<file path="src/rtl/tdc_therm_decoder_pipe_if.sv">
// Bus bundle for the TDC thermometer decoder: sample input side, decoded
// output side and the error-counter control/status.
//
// Handshake: in_valid marks a new fine_in/shift sample in the cycle it is
// high; there is no ready, so the decoder accepts one sample every clock.
// out_valid marks the cycle in which fine_out/no_edge/multi_edge carry the
// result of one sample; there is no backpressure on the output either, and
// the outputs simply hold their last value while out_valid is low.
interface tdc_therm_decoder_pipe_if #(
  parameter int NUM_STAGES = 128,
  parameter int OUT_W      = 8,
  parameter int ERR_W      = 16
);
  logic                  in_valid;
  logic [NUM_STAGES-1:0] fine_in;
  logic                  shift;
  logic                  clr_err;
  logic                  out_valid;
  logic [OUT_W-1:0]      fine_out;
  logic                  no_edge;
  logic                  multi_edge;
  logic [ERR_W-1:0]      err_cnt;

  // Producer/consumer of samples (capture registers + combiner side)
  modport master (
    output in_valid, fine_in, shift, clr_err,
    input  out_valid, fine_out, no_edge, multi_edge, err_cnt
  );

  // Decoder side
  modport slave (
    input  in_valid, fine_in, shift, clr_err,
    output out_valid, fine_out, no_edge, multi_edge, err_cnt
  );
endinterface

</file>
<file path="src/rtl/tdc_therm_decoder_pipe.sv">
// Three-stage thermometer-to-binary decoder for the TDC fine delay line.
//   stage 1: capture tap vector and per-sample polarity
//   stage 2: bubble-tolerant edge match vector
//   stage 3: highest-match priority encode plus quality flags
// A saturating counter tracks how many decoded samples had no edge.
module tdc_therm_decoder_pipe #(
  parameter int NUM_STAGES = 128,
  parameter int BUBBLE_WIN = 4,
  parameter int OUT_W      = 8,
  parameter int ERR_W      = 16
) (
  input  logic                    clk,
  input  logic                    rst,
  tdc_therm_decoder_pipe_if.slave bus
);

  // Number of taps that can be an edge tap; the top BUBBLE_WIN taps only
  // ever serve as the confirmation window of a lower tap.
  localparam int M = NUM_STAGES - BUBBLE_WIN;

  // Elaboration-time parameter sanity checks
  if (BUBBLE_WIN < 1) begin : g_chk_bw
    $error("BUBBLE_WIN must be at least 1");
  end
  if (NUM_STAGES < BUBBLE_WIN + 2) begin : g_chk_ns
    $error("NUM_STAGES must be at least BUBBLE_WIN+2");
  end
  // The all-ones code is reserved for "no edge", so every real code
  // (1 .. M) has to stay strictly below it.
  if (!(((64'd1 << OUT_W) - 64'd1) > 64'(M))) begin : g_chk_ow
    $error("OUT_W too small: 2^OUT_W-1 must exceed NUM_STAGES-BUBBLE_WIN");
  end

  // ---------------------------------------------------------------------
  // Stage 1: capture
  // ---------------------------------------------------------------------
  logic                  s1_valid;
  logic [NUM_STAGES-1:0] s1_fine;
  logic                  s1_shift;

  // Stage-1 valid bit follows in_valid; cleared by reset
  always_ff @(posedge clk) begin
    if (rst) s1_valid <= 1'b0;
    else     s1_valid <= bus.in_valid;
  end

  // Stage-1 data only loads on a real sample so idle cycles cost no toggles
  always_ff @(posedge clk) begin
    if (bus.in_valid) begin
      s1_fine  <= bus.fine_in;
      s1_shift <= bus.shift;
    end
  end

  // ---------------------------------------------------------------------
  // Stage 2: match vector
  // ---------------------------------------------------------------------
  // Normalise polarity so the "leading" level is always 1. A match at i
  // then means tap i is at the leading level and the next BUBBLE_WIN taps
  // are all at the trailing level.
  logic [NUM_STAGES-1:0] lead;
  logic [M-1:0]          m_next;
  logic                  s2_valid;
  logic [M-1:0]          s2_m;

  assign lead = s1_shift ? s1_fine : ~s1_fine;

  // Build the bubble-tolerant match vector
  always_comb begin
    m_next = '0;
    for (int i = 0; i < M; i++) begin
      m_next[i] = lead[i] & ~(|lead[i+1 +: BUBBLE_WIN]);
    end
  end

  // Stage-2 valid bit; cleared by reset
  always_ff @(posedge clk) begin
    if (rst) s2_valid <= 1'b0;
    else     s2_valid <= s1_valid;
  end

  // Stage-2 match register loads only for a real sample
  always_ff @(posedge clk) begin
    if (s1_valid) s2_m <= m_next;
  end

  // ---------------------------------------------------------------------
  // Stage 3: encode
  // ---------------------------------------------------------------------
  logic [OUT_W-1:0] enc_code;
  logic             enc_none;
  logic             enc_multi;

  // Highest set match wins; with no match the code stays all ones.
  // multi is "more than one bit set", found by clearing the lowest set bit.
  always_comb begin
    enc_code = '1;
    for (int i = 0; i < M; i++) begin
      if (s2_m[i]) enc_code = OUT_W'(i + 1);
    end
    enc_none  = ~(|s2_m);
    enc_multi = |(s2_m & (s2_m - M'(1)));
  end

  logic             out_valid_r;
  logic [OUT_W-1:0] fine_out_r;
  logic             no_edge_r;
  logic             multi_edge_r;

  // Output registers: load on a stage-2 sample, otherwise hold
  always_ff @(posedge clk) begin
    if (rst) begin
      out_valid_r  <= 1'b0;
      fine_out_r   <= '1;
      no_edge_r    <= 1'b0;
      multi_edge_r <= 1'b0;
    end else begin
      out_valid_r <= s2_valid;
      if (s2_valid) begin
        fine_out_r   <= enc_code;
        no_edge_r    <= enc_none;
        multi_edge_r <= enc_multi;
      end
    end
  end

  // ---------------------------------------------------------------------
  // No-edge error counter
  // ---------------------------------------------------------------------
  logic [ERR_W-1:0] err_cnt_r;

  // Count presented no-edge results; clear wins over increment; saturate
  always_ff @(posedge clk) begin
    if (rst || bus.clr_err) begin
      err_cnt_r <= '0;
    end else if (out_valid_r && no_edge_r && !(&err_cnt_r)) begin
      err_cnt_r <= err_cnt_r + ERR_W'(1);
    end
  end

  // A sample that reaches the output during the reset cycle was accepted
  // before reset and must not be reported, so out_valid is masked by rst.
  assign bus.out_valid  = out_valid_r & ~rst;
  assign bus.fine_out   = fine_out_r;
  assign bus.no_edge    = no_edge_r;
  assign bus.multi_edge = multi_edge_r;
  assign bus.err_cnt    = err_cnt_r;

endmodule

</file>
<file path="src/flat_wrapper.sv">
// flat-port wrapper written by rule: the top's interface ports become plain ports
module tdc_therm_decoder_pipe_flat 
#(
  parameter int NUM_STAGES = 128,
  parameter int BUBBLE_WIN = 4,
  parameter int OUT_W      = 8,
  parameter int ERR_W      = 16
)
  (clk, rst, bus_in_valid, bus_fine_in, bus_shift, bus_clr_err, bus_out_valid, bus_fine_out, bus_no_edge, bus_multi_edge, bus_err_cnt);
  tdc_therm_decoder_pipe_if #(.NUM_STAGES(NUM_STAGES), .OUT_W(OUT_W), .ERR_W(ERR_W)) bus_i ();
  input  logic clk;
  input  logic rst;
  input wire logic [$bits(bus_i.in_valid)-1:0] bus_in_valid;
  input wire logic [$bits(bus_i.fine_in)-1:0] bus_fine_in;
  input wire logic [$bits(bus_i.shift)-1:0] bus_shift;
  input wire logic [$bits(bus_i.clr_err)-1:0] bus_clr_err;
  output wire logic [$bits(bus_i.out_valid)-1:0] bus_out_valid;
  output wire logic [$bits(bus_i.fine_out)-1:0] bus_fine_out;
  output wire logic [$bits(bus_i.no_edge)-1:0] bus_no_edge;
  output wire logic [$bits(bus_i.multi_edge)-1:0] bus_multi_edge;
  output wire logic [$bits(bus_i.err_cnt)-1:0] bus_err_cnt;
  assign bus_i.in_valid = bus_in_valid;
  assign bus_i.fine_in = bus_fine_in;
  assign bus_i.shift = bus_shift;
  assign bus_i.clr_err = bus_clr_err;
  assign bus_out_valid = bus_i.out_valid;
  assign bus_fine_out = bus_i.fine_out;
  assign bus_no_edge = bus_i.no_edge;
  assign bus_multi_edge = bus_i.multi_edge;
  assign bus_err_cnt = bus_i.err_cnt;
  tdc_therm_decoder_pipe #(.NUM_STAGES(NUM_STAGES), .BUBBLE_WIN(BUBBLE_WIN), .OUT_W(OUT_W), .ERR_W(ERR_W)) u_core (.clk(clk), .rst(rst), .bus(bus_i));
endmodule
</file>
<file path="config.mk">
export PLATFORM = sky130hd
export DESIGN_NAME = tdc_therm_decoder_pipe_flat
export DESIGN_NICKNAME = d
export VERILOG_FILES = /design/src/rtl/tdc_therm_decoder_pipe_if.sv /design/src/rtl/tdc_therm_decoder_pipe.sv /design/src/flat_wrapper.sv
export SDC_FILE = /design/constraint.sdc
export NUM_CORES = 1
export LEC_CHECK = 0
export ABC_CLOCK_PERIOD_IN_PS = 3400
export BUFFER_PORTS_ARGS = -buffer_cell sky130_fd_sc_hd__buf_2
export CORE_MARGIN = 2
export CORE_UTILIZATION = 44
export CTS_CLUSTER_DIAMETER = 120
export CTS_CLUSTER_SIZE = 24
export DETAILED_ROUTE_END_ITERATION = 8
export PLACE_DENSITY = 0.73
export REMOVE_ABC_BUFFERS = 1
export SLEW_MARGIN = 30
export SYNTH_ARGS = -nofsm -noshare
export SYNTH_HDL_FRONTEND = slang
export SYNTH_SLANG_ARGS = --single-unit
</file>
<file path="constraint.sdc">
create_clock -name clk -period 3.4 [get_ports clk]
set_input_delay 0.68 -clock clk [delete_from_list [all_inputs] [get_ports clk]]
set_output_delay 0.68 -clock clk [all_outputs]
set_load 0.02 [all_outputs]
</file>
# Word level (Yosys, flattened, before mapping)
# Cells that the tools add are included.
# word_totals
regBits	282
in_bits	133
wordCells	521
# op_classes
addsub	2
n_mux	125
bitwise_logic	253
reduce_logical	131
# ops
cell	n
$mux 8	124
$reduce_or 4->1	124
$reduce_or 124->1	2
$mux 128	1
$not 128->128	1
$not 1->1	126
$and 1x1->1	125
$and 124x124->124	1
$sub 124x1->124 const B	1
$add 16x1->16 const B	1
$reduce_and 16->1	1
$logic_and 1x1->1	2
$logic_not 1->1	1
$logic_or 1x1->1	1

# Longest topological paths before layout
# Gate-level depths: netlist of run 1.
# logic_depth
word_depth	124
depth_mapped	12
ltp_nobuf	9

# Worst setup path before layout of run 1
# OpenSTA, ideal clock, no wires.
# synth_path
path_kind	register to register
start	register u_core.s1_valid
end	register u_core.s2_m[0] (enable)
setup_ps	495
arrival_time_ps	2997
required_ps	2905
slack_ps	-92
stages_incl_launch_ff	1
synth_period_minus_slack_ps	3492
path_cell_list	dfxtp_1
# synth_lines
element	line	rtl
from (decl)	tdc_therm_decoder_pipe.sv:37	logic s1_valid;
from (signal assigned)	tdc_therm_decoder_pipe.sv:44	else s1_valid <= bus.in_valid;
to (signal assigned)	tdc_therm_decoder_pipe.sv:84	if (s1_valid) s2_m <= m_next;
to (decl)	tdc_therm_decoder_pipe.sv:64	logic [M-1:0] s2_m;
# No word-level cell between the ends.

# Worst setup path in the final report of run 1
# layout_path
start	register u_core.s2_m[35]
end	register u_core.multi_edge_r (netlist: u_core.bus.multi_edge)
# layout_via
elab_chain_cells	3
# layout_lines
element	line	rtl
$sub 124x1->124	tdc_therm_decoder_pipe.sv:102	enc_multi = |(s2_m & (s2_m - M'(1)));
$and 124x124->124 (*)	tdc_therm_decoder_pipe.sv:102	
$reduce_or 124->1 (*)	tdc_therm_decoder_pipe.sv:102	
to (signal assigned)	tdc_therm_decoder_pipe.sv:122	multi_edge_r <= enc_multi;
to (decl)	tdc_therm_decoder_pipe.sv:108	logic multi_edge_r;
# Every way passes the cells marked *; elsewhere a longest branch is shown, timed or not.
# A chain may end at the register's enable or synchronous reset.

==> results of run 1 <==
-- flip-flops by register name, summed over array words and instances (netlist names) --
name / count
u_core.bus.err_cnt: 16
u_core.s1_shift: 1
u_core.s1_fine: 128
u_core.bus.fine_out: 8
u_core.s2_valid: 1
u_core.bus.no_edge: 1
u_core.s2_m: 124
u_core.out_valid_r: 1
u_core.s1_valid: 1
u_core.bus.multi_edge: 1
-- cells in the final DEF (no fill, tap or decap), types with 37 or more instances in the layout --
cell and n:
a21oi_1 46, buf_2 158, buf_4 180, edfxtp_1 253, nand2_1 149, nand2b_1 37, nand3_1 86, nand3b_1 40
nand4_1 43, nor2_1 157, nor3_1 38, nor4_1 48, o21ai_0 108, o31ai_1 59
-- stage by stage --
step / TNS (ps) / cells
6_report: -40.8 / 2249
5_1_grt: -188 / 2248
4_1_cts: 0 / 2246
3_5_place_dp: -294 / 2213
3_3_place_gp: -96.1 / 2213
2_1_floorplan: -11580 / 1434
-- worst max path at each step --
stage | from | end | slack [ps] | cells past startpoint
2_1_floorplan | u_core.s2_m[19]$_DFFE_PP_ | u_core.bus.multi_edge$_SDFFE_PP0P_ | -220 | 9
3_3_place_gp | u_core.s2_m[31]$_DFFE_PP_ | u_core.bus.multi_edge$_SDFFE_PP0P_ | -100 | 10
3_5_place_dp | u_core.s2_m[35]$_DFFE_PP_ | u_core.bus.multi_edge$_SDFFE_PP0P_ | -290 | 9
4_1_cts | u_core.s2_m[24]$_DFFE_PP_ | u_core.bus.multi_edge$_SDFFE_PP0P_ | 1 | 9
5_1_grt | u_core.s2_m[35]$_DFFE_PP_ | u_core.bus.multi_edge$_SDFFE_PP0P_ | -190 | 9
6_report | u_core.s2_m[35]$_DFFE_PP_ | u_core.bus.multi_edge$_SDFFE_PP0P_ | -40 | 9
-- layer usage --
metal / vias up / GRT usage, % / routed length, µm
met2: 374 / 36.0 / 18700
met4: 4 / 5.59 / 967
met5: - / 0 / 24
met3: 60 / 2.96 / 2200
met1: 6322 / 32.1 / 18900
li1: 6414 / - / -
-- area by class of cell --
cell class | count | area share [%]
Multi-Input combinational cell | 1123 | 37.0
Timing Repair Buffer | 340 | 12.0
Inverter | 29 | 0.598
Clock buffer | 24 | 2.25
Tap cell | 448 | 3.08
Clock inverter | 2 | 0.0962
Sequential cell | 282 | 44.9
Antenna cell | 1 | 0.0137
-- cell families after synthesis --
family / Yosys count / synth area share (%)
and+or+nand+nor: 773 / 28.5
xor gates and xnor gates: 14 / 0.817
muxes: 1 / 0.0667
adders and majority gates: 1 / 0.0834
AOI/OAI and AO/OA: 334 / 14.4
DFF: 282 / 54.5
buffers and inverters: 65 / 1.66
-- worst max-delay path, stage by stage (launching register included) --
cell	delay, ps
edfxtp_1	410
or4_4	580
nor4_4	410
nand4_4	190
or4_4	490
o41ai_4	330
nand4_1	140
a221o_1	310
nor4_2	300
a311oi_1	120
-- timing repair --
action	4_1_cts	5_1_grt
pin swaps	9	4
buffers inserted	7	2
endpoints found under the hold margin	0	0
gates resized for setup	33	3
setup endpoints to repair	1	1
-- power by group through the flow --
stage / clock [µW] / sequential [µW] / combinational, µW
6_report: 1900 / 4280 / 745
5_1_grt: 2070 / 4320 / 820
4_1_cts: 1960 / 4280 / 740
3_5_place_dp: 0 / 4350 / 727
3_3_place_gp: 0 / 4340 / 714
2_1_floorplan: 0 / 4370 / 290
==> summary.md, run 1 <==
| Metric | Value |
|---|---|
| DP Area | `~18000 µm²` |
| Gate power share | `10.8%` |
| Yosys cell types | `70` |
| Top cells by instance count after synthesis | `edfxtp_1, nor2_1, nand2_1, o21ai_0, nand3_1` |
| CTS clk-pin slew, worst paths | `100 ps` |
| CP max FO | `4` |
| Max VDD drop | `roughly 0.44 mV` |
| Fin Clk Skew | `29.6 ps` |
| Synth async-reset ratio | `0%` |
| DRC viols | `0` |
| Syn Area/Cell | `10.2 µm²` |
| Gr usage total | `around 22%` |
| # clock sinks | `around 280` |
| # Max-Cap Violations | `0` |
| Dpl hpwl | `roughly 30000 µm` |
| Most numerous cell in the Yosys netlist | `edfxtp_1` |
| Total number of vias | `between 10k and 15k` |
| FF-to-FF End | `u_core.bus.multi_edge$_SDFFE_PP0P_` |
| Syn-to-layout area delta | `21.3%` |
| Area of the multi-input gates | `between 6000 and 7000 µm²` |
| Die Y | `around 190 µm` |
| RSZ-0062 raised after global routing | `yes` |
| First-pass GRT wire length | `64900 µm` |
| Cells on Worst Hold Path | `1` |
| Slew @ Worst Pin | `875 ps` |
| Post-synth top area cell | `edfxtp_1` |
| Core Area | `around 34000 µm²` |
| Hold EP | `u_core.s1_fine[34]$_DFFE_PP_` |
| Full die area | `approximately 36000 µm²` |
| Final Max Slew Viols | `0` |
| Hold WS | `between 300 and 400 ps` |
| Switching Share | `roughly a quarter` |
| R2r worst-path depth | `9` |
| Fin area | `18200 µm²` |
| WL/cell | `about 18 µm` |
| Initial Utilization | `between 40% and 50%` |
| Vias in the first global route | `12.4k` |
| CTS Hold Bufs | `0` |
| Cell Pwr Density | `~380 nW/µm²` |
| DR iter-0 viols | `around 1.0k` |
| Number of synthesized flops with an enable pin | `253` |
| Critical Path RT | `3780 ps` |
| FP Rows | `67` |
| CTS tree | `yes` |
| Clock Tree Buf Depth | `3` |
| Post-route core utilization | `between 50% and 60%` |
| Fin nets | `a little under 2k` |
| Register Area | `slightly above 8000 µm²` |
| I/O Buffers | `between 150 and 200` |
| Prevailing post-synth register cell | `edfxtp_1` |
| Period minus WS final | `3440 ps` |
| Total power | `6920 µW` |
| Area share of the largest cell type after synthesis | `50.6%` |
| Worst slack at placement | `-294 ps` |
| Hold Path Class | `input port to flip-flop` |
| Failing checks | `setup timing` |
| Clock root buffer | `clkbuf_16` |
| Remaining Overflow, GRT | `0` |
| CTS buffer count | `15` |
| Reg2reg setup slack | `-40 ps` |
| FMAX | `291 MHz` |
| Cells after Synth | `1470` |
| Final GP Congestion | `approximately 0.92` |
| Lkg Pwr | `between 0.005 and 0.006 µW` |
| Flop pwr share | `61.9%` |
| P_sw | `1730 µW` |
| # setup viols final | `1` |
| Initial antenna violation count | `2` |
| Worst Path Arrival | `approximately 3800 ps` |
| Clock Power Share | `27.4%` |
| Post-Syn Area | `between 15000 and 20000 µm²` |
| Fillers | `3009` |
| Drt pass-1 iters | `6` |
| CTS HTree Levels | `1` |
| Synth area leaders | `edfxtp_1, nor2_1, dfxtp_1, o21ai_0, nand2_1` |
| Tcrit/Tclk final | `101%` |
| Status | `complete, but fails checks` |
| Share of post-route cells with drive strength above 1 | `roughly 23%` |
| Vias per cell | `5.86` |
| Routed Wire Length | `40800 µm` |
| Rel. slew slack | `41.7%` |
| Final WS setup | `-40.8 ps` |
| Sequential share of the synthesized area | `a little over half` |
| WS Path Type | `flip-flop to flip-flop` |
| CP startpoint kind | `flip-flop` |
| Skew-Pair Late Insertion Delay | `520 ps` |
| Number of synthesized register bits | `282` |
| Hold Crit Start | `bus_fine_in[34]` |
| Worst setup EP type | `flip-flop` |
| Synth warn | `0` |
| Ports | `160` |
| Die width | `189 µm` |
| Pint | `a little over 5000 µW` |
| Routed Antenna Nets | `0` |
| Largest net degree at the start of global routing | `104` |
| Final hold violations | `0` |
| Reg2Reg Launch Point | `u_core.s2_m[35]$_DFFE_PP_` |
Note: power is estimated with default switching activity, not from simulation.
==> run 2: changes to the inputs <==
Settings changed: ABC_AREA from default to 1.
==> run 2 against run 1 <==
The run still ends with setup timing left. First-iteration DRC count fell by 47%. Register-to-register slack got worse by 3100 ps. Area after synthesis fell by 6.3%. Clock power barely moved. Critical path depth rose by 115. Sequential share of layout area rose by 2.0 points. Power rose by 1.7%. Cell area fell by 4.2%. Clock-buffer cell count fell by 4. Combinational power rose by 33%. Via count fell by 16%. Critical path type unchanged. Largest cell class unchanged. Largest power group unchanged. Highest routed layer is now met4.
==> summary.md, run 2 <==
| Metric | Value |
|---|---|
| Status | `complete, but fails checks` |
| Failing checks | `setup timing` |
| DRC viols | `0` |
| CP max stage delay | `roughly 400 ps` |
| Most common cell on crit path | `nand2_1` |
| Post-Syn Area | `approximately 14000 µm²` |
| Synth async-reset ratio | `0%` |
| Remaining Overflow, GRT | `0` |
| Final hold violations | `0` |
| Largest reg by FF count | `u_core.s1_fine` |
| Final WS setup | `-3100 ps` |
| # clock sinks | `282` |
| Number of synthesized register bits | `282` |
| RSZ-0062 raised after global routing | `yes` |
| Gr usage total | `17.6%` |
| Placed Cells | `2214` |
| Worst Path Arrival | `a little under 7000 ps` |
| Routed Antenna Nets | `0` |
| Core Area | `31500 µm²` |
| Critical Path RT | `roughly 3800 ps` |
| Ports | `between 150 and 200` |
| FP Rows | `between 60 and 70` |
| Clock Tree Buf Depth | `3` |
| DP Area | `approximately 17000 µm²` |
| CTS buffer count | `15` |
| Yosys cell types | `38` |
| WS Path Type | `flip-flop to flip-flop` |
| Cell Pwr Density | `between 400 and 500 nW/µm²` |
| Final GP Congestion | `slightly below 0.9` |
| Fin nets | `2000` |
| Skew-Pair Late Insertion Delay | `about 500 ps` |
| Tcrit/Tclk final | `191%` |
| Dpl hpwl | `~22000 µm` |
| Vias in the first global route | `10.9k` |
| CTS tree | `yes` |
| Vias per cell | `4.86` |
| Met1 Wirelength | `12700 µm` |
| Number of synthesized flops with an enable pin | `~250` |
| Syn-to-layout area delta | `24.0%` |
| I/O Buffers | `159` |
| Prevailing post-synth register cell | `edfxtp_1` |
| Die width | `183 µm` |
| WL/cell | `12.9 µm` |
| Lkg Pwr | `0.00709 µW` |
| Cells after Synth | `1512` |
| Critical path's top delay family | `simple AND/OR/NAND/NOR gates` |
| Most numerous cell in the Yosys netlist | `nand2_1` |
| Fillers | `2767` |
| Fin area | `17400 µm²` |
| Total number of vias | `11.1k` |
| Worst path slowest cell | `edfxtp_1` |
| Initial Utilization | `44.7%` |
| Most frequent cells in the layout | `nand2_1, edfxtp_1, buf_4` |
| Largest net degree at the start of global routing | `70` |
| CTS Hold Bufs | `0` |
| Highest Signal Layer | `met4` |
| Fin cells | `roughly 2.3k` |
| Synth warn | `0` |
| CTS HTree Levels | `1` |
| Total power | `7040 µW` |
| Period minus WS final | `6500 ps` |
| Initial antenna violation count | `0` |
| Top cells by instance count after synthesis | `nand2_1, edfxtp_1, nor2_1, inv_1, nor3_1` |
| Hold Path Class | `input port to flip-flop` |
| # Max-Cap Violations | `0` |
| FMAX | `roughly 150 MHz` |
| Rel. slew slack | `40.6%` |
| CP max FO | `2` |
| Area share of the largest cell type after synthesis | `54.0%` |
| Clock root buffer | `clkbuf_16` |
| Slew @ Worst Pin | `888 ps` |
| CTS clk-pin slew, worst paths | `100 ps` |
| Post-synth top area cell | `edfxtp_1` |
| Worst setup EP type | `flip-flop` |
| Cells on Worst Hold Path | `1` |
| Ant diodes | `0` |
| Max reg flops | `128` |
| DR iter-0 viols | `535` |
| Worst path bufs/invs | `1` |
| First-pass GRT wire length | `48700 µm` |
| CP startpoint kind | `flip-flop` |
| Fin Clk Skew | `25.3 ps` |
| Syn Area/Cell | `just over 9 µm²` |
| Commonest non-fill, non-tap cell in the layout | `nand2_1` |
| Max VDD drop | `0.392 mV` |
| Sequential share of the synthesized area | `about three fifths` |
| Full die area | `between 30000 and 40000 µm²` |
| Synth area leaders | `edfxtp_1, nand2_1, xor2_1, nor3_1, nor2_1` |
| # setup viols final | `6` |
| WL met3 | `1150 µm` |
| Routed Wire Length | `~29000 µm` |
| Die Y | `183 µm` |
| Share of post-route cells with drive strength above 1 | `between 20% and 30%` |
| Final Max Slew Viols | `0` |
| Drt pass-1 iters | `8` |
| Routed wl met2 | `14700 µm` |
| Critical Path Stages | `124` |
| R2r worst-path depth | `around 120` |
==> run 2: changes by cell type after synthesis, sizes merged, moves of 37 or more <==
cell,before,now
nand2,149,379
inv,29,186
nand2b,37,0
o21ai,112,51
nand3,86,15
xor2,10,126
o31ai,59,5
nor3,41,150
nand3b,40,1
nor4,58,10
==> run 2: worst register-to-register path, delay by kind of cell (launching register included) <==
family	cells	cell delay [ps]
and+or+nand+nor	123	5880
buffers and inverters	1	70
DFF	1	400
==> run 2: worst paths after layout <==
path,start,to,slack (ps)
setup / recovery,u_core.s2_m[2]$_DFFE_PP_,u_core.bus.fine_out[0]$_SDFFE_PP1P_,-3100
hold / removal,bus_fine_in[39],u_core.s1_fine[39]$_DFFE_PP_,340
setup reg to reg,u_core.s2_m[2]$_DFFE_PP_,u_core.bus.fine_out[0]$_SDFFE_PP1P_,-3100
hold reg to reg,u_core.bus.fine_out[3]$_SDFFE_PP1P_,u_core.bus.fine_out[3]$_SDFFE_PP1P_,470
==> run 2: power breakdown <==
group,total [µW],internal (µW),switching [µW]
Combinational,993,373,619
Clock,1870,827,1050
Sequential,4180,4030,142
Total,7040,5230,1810
==> run 2: area by class of cell <==
class	instances	area [µm²]	area share (%)
Multi-Input combinational cell	1011	5260	30.1
Tap cell	402	503	2.88
Clock buffer	20	394	2.26
Inverter	202	758	4.35
Timing Repair Buffer	354	2330	13.3
Clock inverter	2	16.3	0.0933
Sequential cell	282	8180	46.9
==> run 2: routing by layer <==
| metal | up-vias | track usage [%] |
|---|---|---|
| met2 | 224 | 32.3 |
| met1 | 5009 | 21.6 |
| met4 | 0 | 5.68 |
| met3 | 62 | 2.07 |
| met5 | - | 0 |
| li1 | 5763 | - |
==> run 2: what timing repair did <==
item | in CTS | in global routing
endpoints found under the setup margin | 6 | 6
buffers inserted | 32 | 10
pin swaps | 16 | 27
resized for setup | 33 | 21
==> run 2: per-stage QoR <==
stage / hold slack [ps] / setup WS, ps / TNS (ps) / util [%]
finish: 341 / -3100 / -7020 / 55.4
global route: 318 / -4230 / -10120 / 55.4
CTS: 319 / -3030 / -7250 / 55.0
detailed placement: 453 / -2970 / -8640 / 52.5
global placement: 450 / -2900 / -8250 / 52.5
floorplan: 476 / -2330 / -189670 / -
==> run 2: cell families (layout without fill, tap and decap cells) <==
family	after synthesis	after routing	synth area share (%)
xor gates and xnor gates	128	128	7.97
adders and majority gates	2	2	0.160
buffers and inverters	219	578	5.85
AOI/OAI and AO/OA	149	149	6.40
DFF	282	282	58.2
and+or+nand+nor	732	732	21.4
==> run 3: changes to the inputs <==
Settings changed: PLACE_DENSITY 0.73 to 0.65.
==> run 3 against run 2 <==
The run still ends with setup timing left. Clock power increased by 3%. Cell area is 0.33% higher. Worst hold slack better by 11 ps. Sequential cell count stayed put. Non-clock buffer count increased by 3. Combinational power about the same. Critical path type unchanged. Critical endpoint unchanged. Largest power group unchanged.
==> summary.md, run 3 (synthesized netlist as in run 2, its figures left out) <==
| Metric | Value |
|---|---|
| Final GP Congestion | `0.879` |
| Full die area | `33400 µm²` |
| Final WS setup | `-2980 ps` |
| Pint | `5330 µW` |
| Core Area | `31500 µm²` |
| Share of post-route cells with drive strength above 1 | `23.1%` |
| Remaining Overflow, GRT | `0` |
| Reg2reg setup slack | `-2980 ps` |
| Fin area | `17500 µm²` |
| Tcrit/Tclk final | `188%` |
| FP Rows | `65` |
| RSZ-0062 raised after global routing | `yes` |
| Switching Share | `25.2%` |
| CP startpoint kind | `flip-flop` |
| I/O Buffers | `around 160` |
| Vias in the first global route | `~11k` |
| Drt pass-1 iters | `5` |
| Cells on Worst Hold Path | `1` |
| Critical Path RT | `about 3800 ps` |
| First-pass GRT wire length | `between 40000 and 50000 µm` |
| Max reg flops | `128` |
| Most frequent cells in the layout | `nand2_1, edfxtp_1, buf_4` |
| Clock Power Share | `a little over a quarter` |
| Commonest non-fill, non-tap cell in the layout | `nand2_1` |
| Ant diodes | `0` |
| Slew @ Worst Pin | `between 900 and 1000 ps` |
| FF-to-FF End | `u_core.bus.fine_out[0]$_SDFFE_PP1P_` |
| Total number of vias | `10.8k` |
| Ports | `160` |
| Reg2Reg Launch Point | `u_core.s2_m[2]$_DFFE_PP_` |
| WL/cell | `12.6 µm` |
| Vias per cell | `4.76` |
| Fin nets | `2003` |
| Hold WS | `352 ps` |
| CTS clk-pin slew, worst paths | `~100 ps` |
| Total power | `7120 µW` |
| Period minus WS final | `6380 ps` |
| Failing checks | `setup timing` |
| # setup viols final | `5` |
| Highest Signal Layer | `met4` |
| Hold Crit Start | `bus_fine_in[43]` |
| Lkg Pwr | `0.00711 µW` |
| Largest net degree at the start of global routing | `131` |
| WL met3 | `1020 µm` |
| Dpl hpwl | `21400 µm` |
| Gr usage total | `roughly 17%` |
| Die width | `about 180 µm` |
| Most common cell on crit path | `nand2_1` |
| Final Max Slew Viols | `0` |
| Status | `complete, but fails checks` |
| Syn-to-layout area delta | `24.4%` |
| Worst Path Arrival | `6780 ps` |
| Die Y | `183 µm` |
| R2r worst-path depth | `124` |
| Gate power share | `14.3%` |
| P_sw | `about 1800 µW` |
| Largest reg by FF count | `u_core.s1_fine` |
| Fin Clk Skew | `14.9 ps` |
| Skew-Pair Late Insertion Delay | `490 ps` |
| Routed Wire Length | `28700 µm` |
| Clock Tree Buf Depth | `3` |
| Rel. slew slack | `39.0%` |
| CTS buffer count | `15` |
| Cell Pwr Density | `407 nW/µm²` |
| Met1 Wirelength | `around 13000 µm` |
| # Max-Cap Violations | `0` |
| Clock root buffer | `clkbuf_16` |
| Hold EP | `u_core.s1_fine[43]$_DFFE_PP_` |
| DR iter-0 viols | `409` |
| # clock sinks | `282` |
| Max VDD drop | `approximately 0.32 mV` |
| Routed Antenna Nets | `0` |
| Hold Path Class | `input port to flip-flop` |
| CTS tree | `yes` |
| Initial antenna violation count | `0` |
| CP max stage delay | `390 ps` |
| CTS HTree Levels | `1` |
| Flop pwr share | `58.6%` |
| CTS Hold Bufs | `0` |
| Final hold violations | `0` |
| Initial Utilization | `44.7%` |
| FMAX | `about 160 MHz` |
| WS Path Type | `flip-flop to flip-flop` |
| CP max FO | `2` |
| Sum Neg Setup Slack | `-6690 ps` |
| DRC viols | `0` |
| DP Area | `16700 µm²` |
| Worst setup EP type | `flip-flop` |
| Worst path slowest cell | `edfxtp_1` |
| Routed wl met2 | `13900 µm` |
[run 3: changes by cell type in the layout (fill, tap and decap cells not counted), moves of 2 or more]
cell and delta:
buf_12 +3, nor2_4 -3, buf_4 +2, buf_6 -2
inv_2 -2, nor2_2 +2, nor3_2 +2
[run 3: power by group through the flow]
stage	sequential, µW	combinational (µW)	clock (µW)
floorplan	4290	556	0
global placement	4250	992	0
detailed placement	4260	1010	0
CTS	4180	1020	2000
global route	4210	1160	2120
finish	4180	1020	1930
[run 3: worst max-delay path by stage]
| stage | startpoint | to | slack [ps] |
|---|---|---|---|
| floorplan | u_core.s2_m[2]$_DFFE_PP_ | u_core.bus.fine_out[0]$_SDFFE_PP1P_ | -2330 |
| global placement | u_core.s2_m[2]$_DFFE_PP_ | u_core.bus.fine_out[0]$_SDFFE_PP1P_ | -2890 |
| detailed placement | u_core.s2_m[2]$_DFFE_PP_ | u_core.bus.fine_out[0]$_SDFFE_PP1P_ | -2960 |
| CTS | u_core.s2_m[2]$_DFFE_PP_ | u_core.bus.fine_out[0]$_SDFFE_PP1P_ | -3030 |
| global route | u_core.s2_m[2]$_DFFE_PP_ | u_core.bus.fine_out[0]$_SDFFE_PP1P_ | -4320 |
| finish | u_core.s2_m[2]$_DFFE_PP_ | u_core.bus.fine_out[0]$_SDFFE_PP1P_ | -2980 |
[run 3: routing by layer]
metal	global-route usage (%)	up-vias
met4	4.84	0
met2	30.5	176
met5	0	-
li1	-	5775
met1	22.5	4850
met3	2.12	43
[run 3: stage by stage]
stage	setup WS (ps)	cells	utilization, %
2_1_floorplan	-2330	1495	-
3_3_place_gp	-2890	2226	52.9
3_5_place_dp	-2960	2226	52.9
4_1_cts	-3030	2265	55.2
5_1_grt	-4320	2276	55.6
6_report	-2980	2276	55.6
[run 3: cell type report]
cell class | count | area, µm²
repair buffers | 357 | 2380
inverters | 202 | 761
flip-flops and latches | 282 | 8180
fillers | 2789 | 14000
multi-input cells | 1011 | 5240
well taps | 402 | 503
clock inverters | 2 | 33.8
clock buffers | 20 | 394
[run 3: what timing repair did]
item / in CTS / in global routing
setup endpoints to repair: 5 / 6
pin swaps: 10 / 12
buffers inserted: 17 / 11
gates resized for setup: 35 / 13
[run 3: critical path: cells and delay by family, from the launching register on]
family                 cells  cell delay [ps]
buffers and inverters      1               70
flip-flops                 1              390
AND/OR/NAND/NOR          123             5830
